### config.mk
export PLATFORM = sky130hd
export DESIGN_NAME = button_event_gen
export DESIGN_NICKNAME = d
export VERILOG_FILES = /design/src/rtl/button_event_pkg.sv /design/src/rtl/button_event_gen_cycle_timer.sv /design/src/rtl/button_event_gen.sv
export SDC_FILE = /design/constraint.sdc
export NUM_CORES = 1
export LEC_CHECK = 0
export ABC_AREA = 1
export CAP_MARGIN = 20
export CORE_ASPECT_RATIO = 1.4
export CORE_UTILIZATION = 57
export CTS_BUF_LIST = sky130_fd_sc_hd__clkbuf_8
export DETAILED_ROUTE_END_ITERATION = 12
export MAX_ROUTING_LAYER = met4
export PLACE_DENSITY = 0.85
export SYNTH_ARGS = -nofsm -noshare
export SYNTH_HDL_FRONTEND = slang
export SYNTH_SLANG_ARGS = --single-unit
### constraint.sdc
create_clock -name clk -period 2.2 [get_ports clk]
set_input_delay 0.44 -clock clk [delete_from_list [all_inputs] [get_ports clk]]
set_output_delay 0.44 -clock clk [all_outputs]
set_load 0.02 [all_outputs]
### src/rtl/button_event_pkg.sv
// Shared types and constants for the button event generator.
// Holds the FSM state enum, default timing constants and the timer sizing helper.
package button_event_pkg;

    typedef enum logic [1:0] {
        IDLE    = 2'd0,
        PRESSED = 2'd1,
        REPEAT  = 2'd2
    } state_e;

    localparam int DEFAULT_HOLD_CYCLES   = 50_000_000;
    localparam int DEFAULT_REPEAT_CYCLES = 10_000_000;
    localparam int PRESS_COUNT_W         = 8;

    // One spare bit above the largest terminal value so the counter never wraps.
    function automatic int timer_width(input int hold_cycles, input int repeat_cycles);
        return $clog2((hold_cycles > repeat_cycles) ? hold_cycles : repeat_cycles) + 1;
    endfunction

endpackage

### src/rtl/button_event_gen_cycle_timer.sv
// Clearable up-counter with a terminal-count compare against a selectable limit.
// Clear has priority over enable; the owner clears it on every terminal count.
module cycle_timer #(
    parameter int W = 8
) (
    input  logic         clk,
    input  logic         rst_n,
    input  logic         clr,
    input  logic         en,
    input  logic [W-1:0] limit,
    output logic         tc
);

    logic [W-1:0] count_q;
    logic [W-1:0] count_d;

    always_comb begin
        count_d = count_q;
        if (clr) begin
            count_d = '0;
        end else if (en) begin
            count_d = count_q + {{(W-1){1'b0}}, 1'b1};
        end
    end

    always_ff @(posedge clk or negedge rst_n) begin
        if (!rst_n) begin
            count_q <= '0;
        end else begin
            count_q <= count_d;
        end
    end

    assign tc = (count_q == limit);

endmodule

### src/rtl/button_event_gen.sv
// Turns a debounced button level into press/release/auto-repeat strobes,
// a held level and a wrapping press counter. All outputs come straight from flops.
module button_event_gen
    import button_event_pkg::*;
#(
    parameter int HOLD_CYCLES   = DEFAULT_HOLD_CYCLES,
    parameter int REPEAT_CYCLES = DEFAULT_REPEAT_CYCLES
) (
    input  logic                     clk,
    input  logic                     reset,
    input  logic                     btn_debounc,
    output logic                     press_pulse,
    output logic                     release_pulse,
    output logic                     repeat_pulse,
    output logic                     held,
    output logic [PRESS_COUNT_W-1:0] press_count,
    output state_e                   state_dbg
);

    localparam int TW = timer_width(HOLD_CYCLES, REPEAT_CYCLES);
    // Timer reads 0 right after the arming edge, so the event edge sees limit = cycles-1.
    localparam logic [TW-1:0] HOLD_LIMIT   = TW'(HOLD_CYCLES - 1);
    localparam logic [TW-1:0] REPEAT_LIMIT = TW'(REPEAT_CYCLES - 1);

    state_e                   state_q, state_d;
    logic                     btn_q;
    logic                     press_pulse_q, press_pulse_d;
    logic                     release_pulse_q, release_pulse_d;
    logic                     repeat_pulse_q, repeat_pulse_d;
    logic                     held_q, held_d;
    logic [PRESS_COUNT_W-1:0] press_count_q, press_count_d;

    logic          press_evt;
    logic          rel_evt;
    logic          timer_clr;
    logic          timer_tc;
    logic [TW-1:0] timer_limit;

    assign press_evt   = btn_debounc & ~btn_q;
    assign rel_evt     = ~btn_debounc & btn_q;
    assign timer_limit = (state_q == REPEAT) ? REPEAT_LIMIT : HOLD_LIMIT;

    cycle_timer #(
        .W(TW)
    ) u_timer (
        .clk   (clk),
        .rst_n (reset),
        .clr   (timer_clr),
        .en    (state_q != IDLE),
        .limit (timer_limit),
        .tc    (timer_tc)
    );

    always_comb begin
        state_d         = state_q;
        press_pulse_d   = 1'b0;
        release_pulse_d = 1'b0;
        repeat_pulse_d  = 1'b0;
        held_d          = held_q;
        press_count_d   = press_count_q;
        timer_clr       = 1'b0;
        case (state_q)
            IDLE: begin
                timer_clr = 1'b1;
                if (press_evt) begin
                    state_d       = PRESSED;
                    press_pulse_d = 1'b1;
                    held_d        = 1'b1;
                    press_count_d = press_count_q + 8'd1;
                end
            end
            PRESSED, REPEAT: begin
                // Release is checked first so it swallows a repeat due on the same edge.
                if (rel_evt) begin
                    state_d         = IDLE;
                    release_pulse_d = 1'b1;
                    held_d          = 1'b0;
                    timer_clr       = 1'b1;
                end else if (timer_tc) begin
                    state_d        = REPEAT;
                    repeat_pulse_d = 1'b1;
                    timer_clr      = 1'b1;
                end
            end
            default: begin
                state_d   = IDLE;
                held_d    = 1'b0;
                timer_clr = 1'b1;
            end
        endcase
    end

    always_ff @(posedge clk or negedge reset) begin
        if (!reset) begin
            state_q         <= IDLE;
            btn_q           <= 1'b0;
            press_pulse_q   <= 1'b0;
            release_pulse_q <= 1'b0;
            repeat_pulse_q  <= 1'b0;
            held_q          <= 1'b0;
            press_count_q   <= '0;
        end else begin
            state_q         <= state_d;
            btn_q           <= btn_debounc;
            press_pulse_q   <= press_pulse_d;
            release_pulse_q <= release_pulse_d;
            repeat_pulse_q  <= repeat_pulse_d;
            held_q          <= held_d;
            press_count_q   <= press_count_d;
        end
    end

    assign press_pulse   = press_pulse_q;
    assign release_pulse = release_pulse_q;
    assign repeat_pulse  = repeat_pulse_q;
    assign held          = held_q;
    assign press_count   = press_count_q;
    assign state_dbg     = state_q;

endmodule

==> impl_metrics.py <==
metrics = {
    "timing": {
        "slew_violations": 0,
        "setup_tns_ns": 0,
        "setup_viol": 0,
        "fin_crit_ns": 1.81,
        "finalHoldViolations": 0,
        "fmax_mhz": 554,
        "worstMarginPinSlew_ns": 0.518,
        "rsz0062_at_grt": "false",
        "fin_skew_ns": 0.00299,
        "timing.final.crit_share_pct": 82.1,
        "max_slew_margin_pct": 65.5,
        "whs_ns": 0.201,
    },
    "setup_path": {
        "path_delay_family": "buffers and inverters",
        "startpoint": "state_dbg[1]$_DFFE_PN0P_",
        "crit_arrival_ns": 1.37,
        "cp_max_fo": 5,
        "cp_slowest_cell": "clkdlybuf4s50_1",
        "crit_path_cell_trace": "clkdlybuf4s50_1",
        "r2r_end": "u_timer.count_q[20]$_DFFE_PN0P_",
        "reg2reg_from": "state_dbg[1]$_DFFE_PN0P_",
        "worst_setup_path_start_kind": "register",
        "rrSetupSlack_ns": 0.42,
        "reg2reg_depth": 8,
        "worst-endpoint-required_ns": 1.76,
        "crit_type": "register to primary output",
        "cpPeakStageDelay_ns": 0.64,
        "crit_buf_inv": 1,
        "endpoint_kind": "primary output",
    },
    "floorplanning": {
        "rows": 27,
        "die_area_um2": 4470,
        "design.core.area_um2": 3990,
        "dieHeight_um": 78.7,
        "die_w_um": 56.8,
        "initial_utilization_pct": 60.1,
        "ioPinCount": 17,
    },
    "cells_and_area": {
        "final_common_cell": "nand2_1",
        "fin_cells": 380,
        "final_nets": 344,
        "antenna_cells": 0,
        "synthToLayoutAreaGrowth_pct": 13.2,
        "utilization_pct": 68.0,
        "drive_above_1_share_pct": 11.3,
        "most-common-layout-cells": "nand2_1, nor2_1, dfrtp_1",
    },
    "power": {
        "p_per_area_nw_per_um2": 749,
        "power.leakage_nw": 1.14,
        "vdd_drop_max_uv": 782,
    },
    "cts": {
        "tritoncts": "yes",
        "cts_max_level": 2,
        "postCtsHoldBufs": 0,
        "cts_setup_buffers": 0,
        "root_buffer": "clkbuf_8",
        "cts_buffer_depth": 2,
        "cts_buffers": 5,
        "cts_resized": 0,
        "clk_pin_slew_ns": 0.08,
        "clkSinkCount": 42,
        "clock_latency_ns": 0.30,
    },
    "placement": {
        "port_buffers": 16,
        "hpwlAfterDp_um": 3860,
        "dp_cells": 372,
        "place_congestion": 1.01,
    },
    "synth": {
        "synth_top_family_by_area": "simple AND/OR/NAND/NOR gates",
        "synth_seq_cells": 42,
        "syn_inst": 312,
        "syn-num-nets": 320,
        "synth_compound_area_share_pct": 3.81,
        "synthesis.area_um2": 2390,
        "ys_types": 30,
        "synth_xor_area_share_pct": 5.85,
        "synth-simple-area-share_pct": 36.3,
        "ys.warnings.count": 0,
        "avgSynthCellArea_um2": 7.68,
        "synth.yosys.seq_area_share_pct": 43.9,
        "synth_mux_area_share_pct": 0,
        "synthAdderAreaFrac_pct": 2.61,
    },
    "drt": {
        "routed_wl_um": 5360,
        "wl_per_cell_um": 14.1,
        "drc": 0,
        "dr.pass1.iters": 5,
        "via_per_inst": 5.50,
        "vias": 2090,
        "final_antenna_net_count": 0,
        "drt_iter0_markers": 98,
    },
    "global_route": {
        "grt_pass1_wl_um": 9110,
        "grt_overflow": 0,
        "grt_max_degree": 43,
        "antenna_found_initial": 0,
        "grt_pass1_vias": 2143,
        "grtUsageTotal_pct": 27.2,
    },
    "worst_hold_path": {
        "hold_class": "input port to asynchronous set/reset pin",
    },
    "status": {
        "status": "finished clean",
    },
    "run": {
        "maxCapViolCount": 0,
    },
}
==> cells by family (layout without fill, tap and decap cells) <==
| kind of cell | Yosys count | after routing |
|---|---|---|
| AND/OR/NAND/NOR | 190 | 190 |
| buffers and inverters | 43 | 68 |
| flip-flops | 42 | 42 |
| adder cells (fa/ha/maj) | 5 | 5 |
| AO/OA/AOI/OAI | 16 | 16 |
| XOR/XNOR | 16 | 16 |
==> power breakdown <==
group	switching (mW)	internal (mW)	leakage, nW	total, mW
clock	0.268	0.252	0.0472	0.520
sequential	0.0715	0.844	0.573	0.916
combinational	0.354	0.240	0.518	0.594
total	0.693	1.34	1.14	2.03
==> cell usage after synthesis <==
cell type,count,area [um2]
nand2_1,72,270
nor2_1,58,218
dfrtp_1,42,1050
inv_1,35,131
nor3_1,18,90.1
nand3_1,17,85.1
a21oi_1,9,45.0
xor2_1,9,78.8
xnor2_1,7,61.3
ha_1,5,62.6
inv_2,4,15.0
nand2_2,4,25.0
nand4_1,4,25.0
nor2_2,4,25.0
nor3_2,4,40.0
and3_1,2,12.5
buf_6,2,22.5
nand3_2,2,20.0
nor2_4,2,22.5
o21ai_1,2,10.0
a21oi_2,1,8.76
buf_4,1,7.51
clkinv_1,1,3.75
nand3_4,1,17.5
nor3b_2,1,12.5
o21ai_0,1,5.00
o21ai_2,1,8.76
o21bai_1,1,7.51
o22ai_1,1,6.26
or2_2,1,6.26
==> cell type report <==
cell class | instances | area (um2)
clock inverters | 2 | 12.5
flip-flops and latches | 42 | 1050
clock buffers | 6 | 82.6
well taps | 43 | 53.8
multi-input cells | 227 | 1160
repair buffers | 20 | 198
fillers | 330 | 1270
inverters | 40 | 150
==> metrics by stage <==
stage                     total power, mW  setup WS [ns]  cell area, um2
final                                2.03          0.394            2710
after global routing                 2.12          0.210            2710
after CTS                            2.04          0.377            2710
after detailed placement             1.52          0.308            2620
after global placement               1.51          0.341            2620
after floorplan                      1.27          0.520            2390
==> worst max path at each step <==
stage,to,slack (ns),depth (start not counted)
final,state_dbg[1],0.39,1
after global routing,u_timer.count_q[18]$_DFFE_PN0P_,0.21,12
after CTS,state_dbg[1],0.38,1
after detailed placement,u_timer.count_q[18]$_DFFE_PN0P_,0.31,7
after floorplan,u_timer.count_q[18]$_DFFE_PN0P_,0.52,12
after global placement,u_timer.count_q[18]$_DFFE_PN0P_,0.34,7
==> registers in the layout, summed over array words and instances (netlist names) <==
register,flops
btn_q,1
held,1
press_count,8
press_pulse,1
release_pulse,1
repeat_pulse,1
state_dbg,2
u_timer.count_q,27
==> per-layer routing <==
layer / GRT usage (%) / wire (um) / vias up
met1: 29.0 / 2100 / 979
li1: - / - / 1023
met5: - / 0 / -
met3: 5.21 / 317 / 16
met4: 13.9 / 163 / 0
met2: 47.7 / 2770 / 72
(Power assumes the default switching activity.)
